<file path="src/rtl/rf_pkg.sv">
// Shared types and default sizing for the multiport register file.
package rf_pkg;

  typedef enum logic [1:0] {
    IDLE,
    CLEAR,
    DONE
  } clr_state_e;

  localparam int RF_XLEN  = 32;
  localparam int RF_NREGS = 32;
  localparam int RF_NRD   = 2;
  localparam int RF_NWR   = 1;

endpackage

</file>
<file path="src/rtl/rf_clear_sequencer.sv">
// Clear-sweep FSM: walks registers 1..NREGS-1, zeroing one register per cycle,
// then pulses done for one cycle.
module rf_clear_sequencer
  import rf_pkg::*;
#(
  parameter  int NREGS = RF_NREGS,
  localparam int AW    = $clog2(NREGS)
) (
  input  logic          clk,
  input  logic          rst,
  input  logic          i_clrReq,
  output logic          o_clrBusy,
  output logic          o_clrDone,
  output logic [AW-1:0] o_clrIdx,
  output logic          o_clrStrobe
);

  clr_state_e    r_state;
  logic          r_busy;
  logic          r_done;
  logic [AW-1:0] r_idx;

  // Busy and done are registered so they line up exactly with the CLEAR and DONE states.
  always_ff @(posedge clk or negedge rst) begin
    if (!rst) begin
      r_state <= IDLE;
      r_busy  <= 1'b0;
      r_done  <= 1'b0;
      r_idx   <= '0;
    end else begin
      case (r_state)
        IDLE: begin
          if (i_clrReq) begin
            r_state <= CLEAR;
            r_idx   <= AW'(1);
            r_busy  <= 1'b1;
          end
        end
        CLEAR: begin
          if (r_idx == AW'(NREGS - 1)) begin
            r_state <= DONE;
            r_busy  <= 1'b0;
            r_done  <= 1'b1;
            r_idx   <= '0;
          end else begin
            r_idx <= r_idx + 1'b1;
          end
        end
        DONE: begin
          r_state <= IDLE;
          r_done  <= 1'b0;
        end
        default: begin
          r_state <= IDLE;
          r_busy  <= 1'b0;
          r_done  <= 1'b0;
        end
      endcase
    end
  end

  assign o_clrBusy   = r_busy;
  assign o_clrDone   = r_done;
  assign o_clrIdx    = r_idx;
  assign o_clrStrobe = r_busy;

endmodule

</file>
<file path="src/rtl/multiport_register_file.sv">
// Multiport register file with hardwired x0, port-1 write priority and a sequential clear.
// Define RF_BYPASS_EN to forward same-cycle accepted writes to the read ports.
module multiport_register_file
  import rf_pkg::*;
#(
  parameter  int XLEN  = RF_XLEN,
  parameter  int NREGS = RF_NREGS,
  parameter  int NRD   = RF_NRD,
  parameter  int NWR   = RF_NWR,
  localparam int AW    = $clog2(NREGS)
) (
  input  logic                      clk,
  input  logic                      rst,
  input  logic [NWR-1:0]            wr_ena,
  input  logic [NWR-1:0][AW-1:0]    wr_addr,
  input  logic [NWR-1:0][XLEN-1:0]  wr_data,
  input  logic [NRD-1:0][AW-1:0]    rd_addr,
  output logic [NRD-1:0][XLEN-1:0]  rd_data,
  input  logic                      clr_req,
  output logic                      clr_busy,
  output logic                      clr_done,
  output logic                      wr_conflict
);

  logic [XLEN-1:0] r_regs [NREGS];
  logic            r_conflict;
  logic            w_clrStrobe;
  logic [AW-1:0]   w_clrIdx;
  logic [NWR-1:0]  w_wrAcc;
  logic            w_conflict;

  rf_clear_sequencer #(.NREGS(NREGS)) u_clearSeq (
    .clk         (clk),
    .rst         (rst),
    .i_clrReq    (clr_req),
    .o_clrBusy   (clr_busy),
    .o_clrDone   (clr_done),
    .o_clrIdx    (w_clrIdx),
    .o_clrStrobe (w_clrStrobe)
  );

  always_comb begin
    for (int p = 0; p < NWR; p++) begin
      w_wrAcc[p] = wr_ena[p] && (wr_addr[p] != '0) && !clr_busy;
    end
  end

  if (NWR > 1) begin : g_conflict
    assign w_conflict = w_wrAcc[0] && w_wrAcc[1] && (wr_addr[0] == wr_addr[1]);
  end else begin : g_noConflict
    assign w_conflict = 1'b0;
  end

  // Later ports are applied last so port 1 wins a same-address collision.
  always_ff @(posedge clk or negedge rst) begin
    if (!rst) begin
      for (int i = 0; i < NREGS; i++) begin
        r_regs[i] <= '0;
      end
    end else if (w_clrStrobe) begin
      r_regs[w_clrIdx] <= '0;
    end else begin
      for (int p = 0; p < NWR; p++) begin
        if (w_wrAcc[p]) begin
          r_regs[wr_addr[p]] <= wr_data[p];
        end
      end
    end
  end

  always_ff @(posedge clk or negedge rst) begin
    if (!rst) begin
      r_conflict <= 1'b0;
    end else begin
      r_conflict <= w_conflict;
    end
  end

  assign wr_conflict = r_conflict;

  always_comb begin
    for (int r = 0; r < NRD; r++) begin
      rd_data[r] = '0;
      if (rst && (rd_addr[r] != '0)) begin
        rd_data[r] = r_regs[rd_addr[r]];
`ifdef RF_BYPASS_EN
        for (int p = 0; p < NWR; p++) begin
          if (w_wrAcc[p] && (wr_addr[p] == rd_addr[r])) begin
            rd_data[r] = wr_data[p];
          end
        end
`else
`endif
      end
    end
  end

endmodule
</file>
<file path="config.mk">
export PLATFORM = sky130hd
export DESIGN_NAME = multiport_register_file
export DESIGN_NICKNAME = d
export VERILOG_FILES = /design/src/rtl/rf_pkg.sv /design/src/rtl/rf_clear_sequencer.sv /design/src/rtl/multiport_register_file.sv
export SDC_FILE = /design/constraint.sdc
export NUM_CORES = 2
export LEC_CHECK = 0
export BUFFER_PORTS_ARGS = -buffer_cell sky130_fd_sc_hd__buf_4
export CAP_MARGIN = 10
export CORE_UTILIZATION = 30
export DETAILED_ROUTE_END_ITERATION = 10
export GPL_ROUTABILITY_DRIVEN = 1
export SLEW_MARGIN = 20
export SYNTH_ARGS = -nofsm -noshare
export SYNTH_HDL_FRONTEND = slang
export SYNTH_SLANG_ARGS = --single-unit
</file>
<file path="constraint.sdc">
create_clock -name clk -period 2.6 [get_ports clk]
set_clock_uncertainty 0.2 [all_clocks]
set_input_delay 0.26 -clock clk [delete_from_list [all_inputs] [get_ports clk]]
set_output_delay 0.26 -clock clk [all_outputs]
set_load 0.02 [all_outputs]
</file>
=== Word level (Yosys, flattened, before mapping) ===
Index checks and enable logic that the tools add are counted.

* Bits in registers: 1033
* Latch bits: 0
* RAM bits: 0
* ROM bits: 0
* Input port bits: 51
* Output and inout bits: 67
* Word-level logic and storage cells: 99
* Memories: 0

* Add/subtract/negate cells: 1
* $mul: 0
* Divide/modulo/power cells: 0
* $lt $le $gt $ge: 6
* Equal/unequal tests: 5
* Shift operators: 0
* Mux-type cells: 26
* Bitwise operators: 8
* Reduce and logical (&&, ||, !) cells: 17

{| class="wikitable"
|+ Operators with widths
! operator !! number
|-
| two-way mux 1024 bit || 2
|-
| AND 1024 bit || 1
|-
| bitwise mux 1024 bit || 1
|-
| inverter 1024 bit || 1
|-
| binary-select mux 32 bit (select 5 bit) || 2
|-
| demux 32 bit (select 5 bit) || 2
|-
| two-way mux 32 bit || 8
|-
| greater-or-equal comparator 6 bit, second input constant || 4
|-
| inverter 5 -> 6 bit || 4
|-
| nonzero test 5 bit || 3
|-
| < comparator 6 x 1 -> 1 bit, second input constant || 2
|-
| two-way mux 5 bit || 2
|-
| one-hot mux 5 bit (2 select lines) || 1
|-
| logical AND 1 bit || 6
|-
| AND reduction 2 bit || 3
|-
| adder 5 x 1 -> 5 bit, second input constant || 1
|-
| == test 5 bit, second input constant || 1
|-
| two-way mux 2 bit || 2
|-
| one-hot mux 2 bit (2 select lines) || 1
|-
| nonzero test 2 bit || 2
|-
| two-way mux 1 bit || 3
|-
| one-hot mux 1 bit (3 select lines) || 1
|-
| AND reduction 3 bit || 1
|-
| == test 2 x 1 -> 1 bit, second input constant || 1
|-
| 7 further kinds || 8
|}

=== Depth between registers and ports, before layout ===
* Depth after elaboration: 8
* Mapped depth: 9

=== By module ===
From an unflattened synthesis, not the netlist that was laid out.

* Cell total of the unflattened synthesis: 4353
* Area, all modules: 53975.5 um^2

{| class="wikitable"
|+ Modules (own cells, without submodules)
! module !! times used !! cells an instance !! area an instance (um^2) !! sequential area each (um^2)
|-
| multiport_register_file || 1 || 4315 || 53545.1 || 25624.6
|-
| rf_clear_sequencer || 1 || 38 || 430.4 || 225.2
|}

=== Worst setup path before layout ===
OpenSTA, ideal clock, no wires.

* Kind: input-to-output
* Start point: input port rd_addr[5] in the netlist's numbering
* End point: output port rd_data[38] in the netlist's numbering
* Data arrival time: 1.809 ns
* Required time: 2.140 ns
* Path slack: 0.331 ns
* Cell stages on the path: 6
* Cells stage by stage: buf_2 > buf_2 > mux4_2 > a22oi_1 > o31a_1 > nand4_1

{| class="wikitable"
|+ RTL lines
! element !! RTL line !! RTL
|-
| from (decl) || multiport_register_file.sv:17 || <nowiki>input logic [NRD-1:0][AW-1:0] rd_addr,</nowiki>
|-
| to (decl) || multiport_register_file.sv:18 || <nowiki>output logic [NRD-1:0][XLEN-1:0] rd_data,</nowiki>
|}

==> impl_metrics.yaml <==
status:
  status: "finished with violations"
  failed_checks: "negative hold slack, negative setup slack"
final_layout:
  final_net_count: 4583
  final_cell_mix: "dfrtp_1 (1033), a22o_1 (995), buf_4 (492), mux2i_1 (260), mux4_2 (252)"
  layout-drive-gt1-share_pct: 32.23
  layout_commonest_cell: "dfrtp_1"
  num-fill-cells: 16736
  area_growth_pct: 23.67
synth:
  netlist.top_cell.by_area: "dfrtp_1"
  yosysWarnings: 0
  synth_area_leaders: "dfrtp_1 (48%), a22o_1 (16%), mux4_2 (11%)"
  yosys_most_used_dff: "dfrtp_1"
  synthArstFlopShare_pct: 100.0
  ys_types: 55
  netlist_instances: 4218
  ys_seq_area_share_pct: 48.18
  syn_nets: 4274
  synth_top_area_share_pct: 48.18
  synth_edf_count: 0
  syn_avg_cell_area_um2: 12.72
  ys_seq_elements: 1033
  netlist_area_mm2: 0.05366
critical_path:
  max_stage_delay_ps: 470
  end_kind: "output port"
  cp.required_ps: 2140
  crit_path_top_delay_cell: "mux4_2"
  rr_startpoint: "u_clearSeq.o_clrIdx[0]"
  path_cells: "mux4_2, a22oi_2, buf_4, o31a_1, nand4_1, buf_4, buf_6"
  cp-start-kind: "flip-flop"
  critPathKind: "flip-flop to output port"
  crit_path_start: "r_regs[588]"
  crit_top_cell: "buf_4"
  cp.arrival_ps: 2960
  path_max_fanout: 2
routing:
  drt-total-wl_mm: 220.6
  final_antenna_net_count: 0
  firstDrtPassIters: 5
  drtIter0Drc: 5976
  wl_per_cell_um: 31.70
  vias_per_cell: 6.366
  drc_errors: 0
  via_count: 44302
cts:
  cts_sinks: 1033
  cts.clk_slew.worst_paths_ps: 70
  ctsHtreeMaxLevel: 3
  cts-root-buf: "clkbuf_16"
  cts_tree: "done"
  clk_latency_ps: 740
  ctsLongestPathBuffers: 3
  numCtsBuffers: 102
timing:
  report.final.slew_viol_count: 0
  fin_tns_setup_ps: -17970
  rsz0062_at_grt: "true"
  slew_headroom_pct: 31.55
  fmax_mhz: 292.6
  min_period_ps: 3417
  worstMarginPinSlew_ps: 1027
  period_share_pct: 131.4
  setup_viol: 64
  hold_slack_ps: -118.8
  setup_slack_ps: -817.5
  hold_viol: 28
place:
  hpwl_mm: 139.2
  place.gp.congestion: 0.9908
  dpl_worst_slack_ps: -325.2
  portBuffers: 116
die:
  pin_count: 118
  rows: 154
  fp.dieH_um: 424.9
  initial_utilization_pct: 30.33
  dieArea_mm2: 0.1805
  die_w_um: 424.9
  core_mm2: 0.1769
global_routing:
  grt_max_degree: 165
  grt_pass1_wl_mm: 318.5
  antenna_found_initial: 17
  grt_overflow_total: 0
  grt_pass1_vias: 43711
  grt_use_total_pct: 23.80
power:
  p_total_mw: 44.86
  power.density_mw_per_mm2: 676.1
  ir_drop_uv: 521.1
  p_leak_nw: 29.89
hold_path:
  hold_class: "primary input to async pin"
run:
  maxCapViolations: 0
## report_power, final
part	switching [mW]	leakage (nW)	internal (mW)	total (mW)
sequential	1.44	14.3	17.8	19.2
clock	6.83	1.73	9.22	16.0
combinational	5.24	13.9	4.39	9.62
total	13.5	29.9	31.4	44.9
## logic make-up (layout without fill, tap and decap cells)
family / Yosys count / count (layout) / share of synthesized area, %
other: 1 / 13 / 0.006989
DFF: 1033 / 1033 / 48.18
adders and majority gates: 5 / 5 / 0.1166
muxes: 707 / 707 / 19.52
AOI/OAI and AO/OA: 1488 / 1490 / 22.56
and+or+nand+nor: 457 / 457 / 5.093
buffers and inverters: 527 / 914 / 4.524
## state kept, by name, indices dropped and copies added, names as in the netlist
| signal | cells |
|---|---|
| u_clearSeq.o_clrIdx | 5 |
| r_regs | 1024 |
| u_clearSeq.r_state | 2 |
| u_clearSeq.o_clrBusy | 1 |
| u_clearSeq.o_clrDone | 1 |
## synthesized netlist by cell type, types with 35 or more instances
library cell,number
a211oi_1,65
a21oi_1,35
a22o_1,995
a22oi_1,185
and2_1,41
and3_1,38
buf_2,146
clkbuf_1,326
dfrtp_1,1033
mux2_2,189
mux2i_1,260
mux4_2,252
nand2_1,40
nand3_1,97
nand4_1,64
nor2b_1,74
o21ai_0,59
o22ai_1,65
## what timing repair did
item                        CTS  global route
resized for setup           137            52
pin swaps                    83            24
gates cloned                  0             2
hold buffers                 39             0
setup endpoints to repair    64           502
buffers inserted            127            21
hold endpoints to repair   1459             0
## worst max-delay path, delay by kind of cell, from the launching register on
kind | cells | cell delay [ps]
simple gates | 1 | 420
mux | 1 | 470
flops | 1 | 400
compound gates | 2 | 310
buf+inv | 3 | 600
## per-layer routing
metal / wire, um / track usage [%] / vias to the layer above / share of wire (%)
met5: 61 / 0.1058 / - / 0.028
met1: 85310 / 31.02 / 23171 / 39
met2: 99230 / 36.24 / 3040 / 45
met3: 23130 / 5.827 / 620 / 10
met4: 12850 / 12.97 / 10 / 5.8
li1: - / - / 17461 / -
## cell type report
cell class / instances / area, um^2 / share of cell area, %
Tap cell: 2340 / 2928 / 4.412
Clock buffer: 150 / 3017 / 4.546
Antenna cell: 12 / 30.03 / 0.04525
Clock inverter: 34 / 508.0 / 0.7655
Timing Repair Buffer: 726 / 7351 / 11.08
Sequential cell: 1033 / 25850 / 38.96
Multi-Input combinational cell: 2660 / 26660 / 40.18
Inverter: 4 / 15.01 / 0.02263
## worst paths after layout
check / slack, ps / end / cells after the start
min in group clk: 180 / r_regs[334] / 6
max: -820 / rd_data[44] / 7
min reg2reg: 310 / r_regs[1010] / 1
min: -120 / r_regs[892] / 4
max reg2reg: 10 / r_regs[612] / 6
max in group asynchronous: 70 / r_regs[649] / 6
## per-stage QoR
step	std cells	util, %	area, um^2
5_1_grt	6956	37.51	66350
3_3_place_gp	6581	34.12	60350
3_5_place_dp	6581	34.12	60350
2_1_floorplan	4218	-	53660
6_report	6959	37.51	66360
4_1_cts	6928	37.24	65870
(Power assumes the default switching activity.)
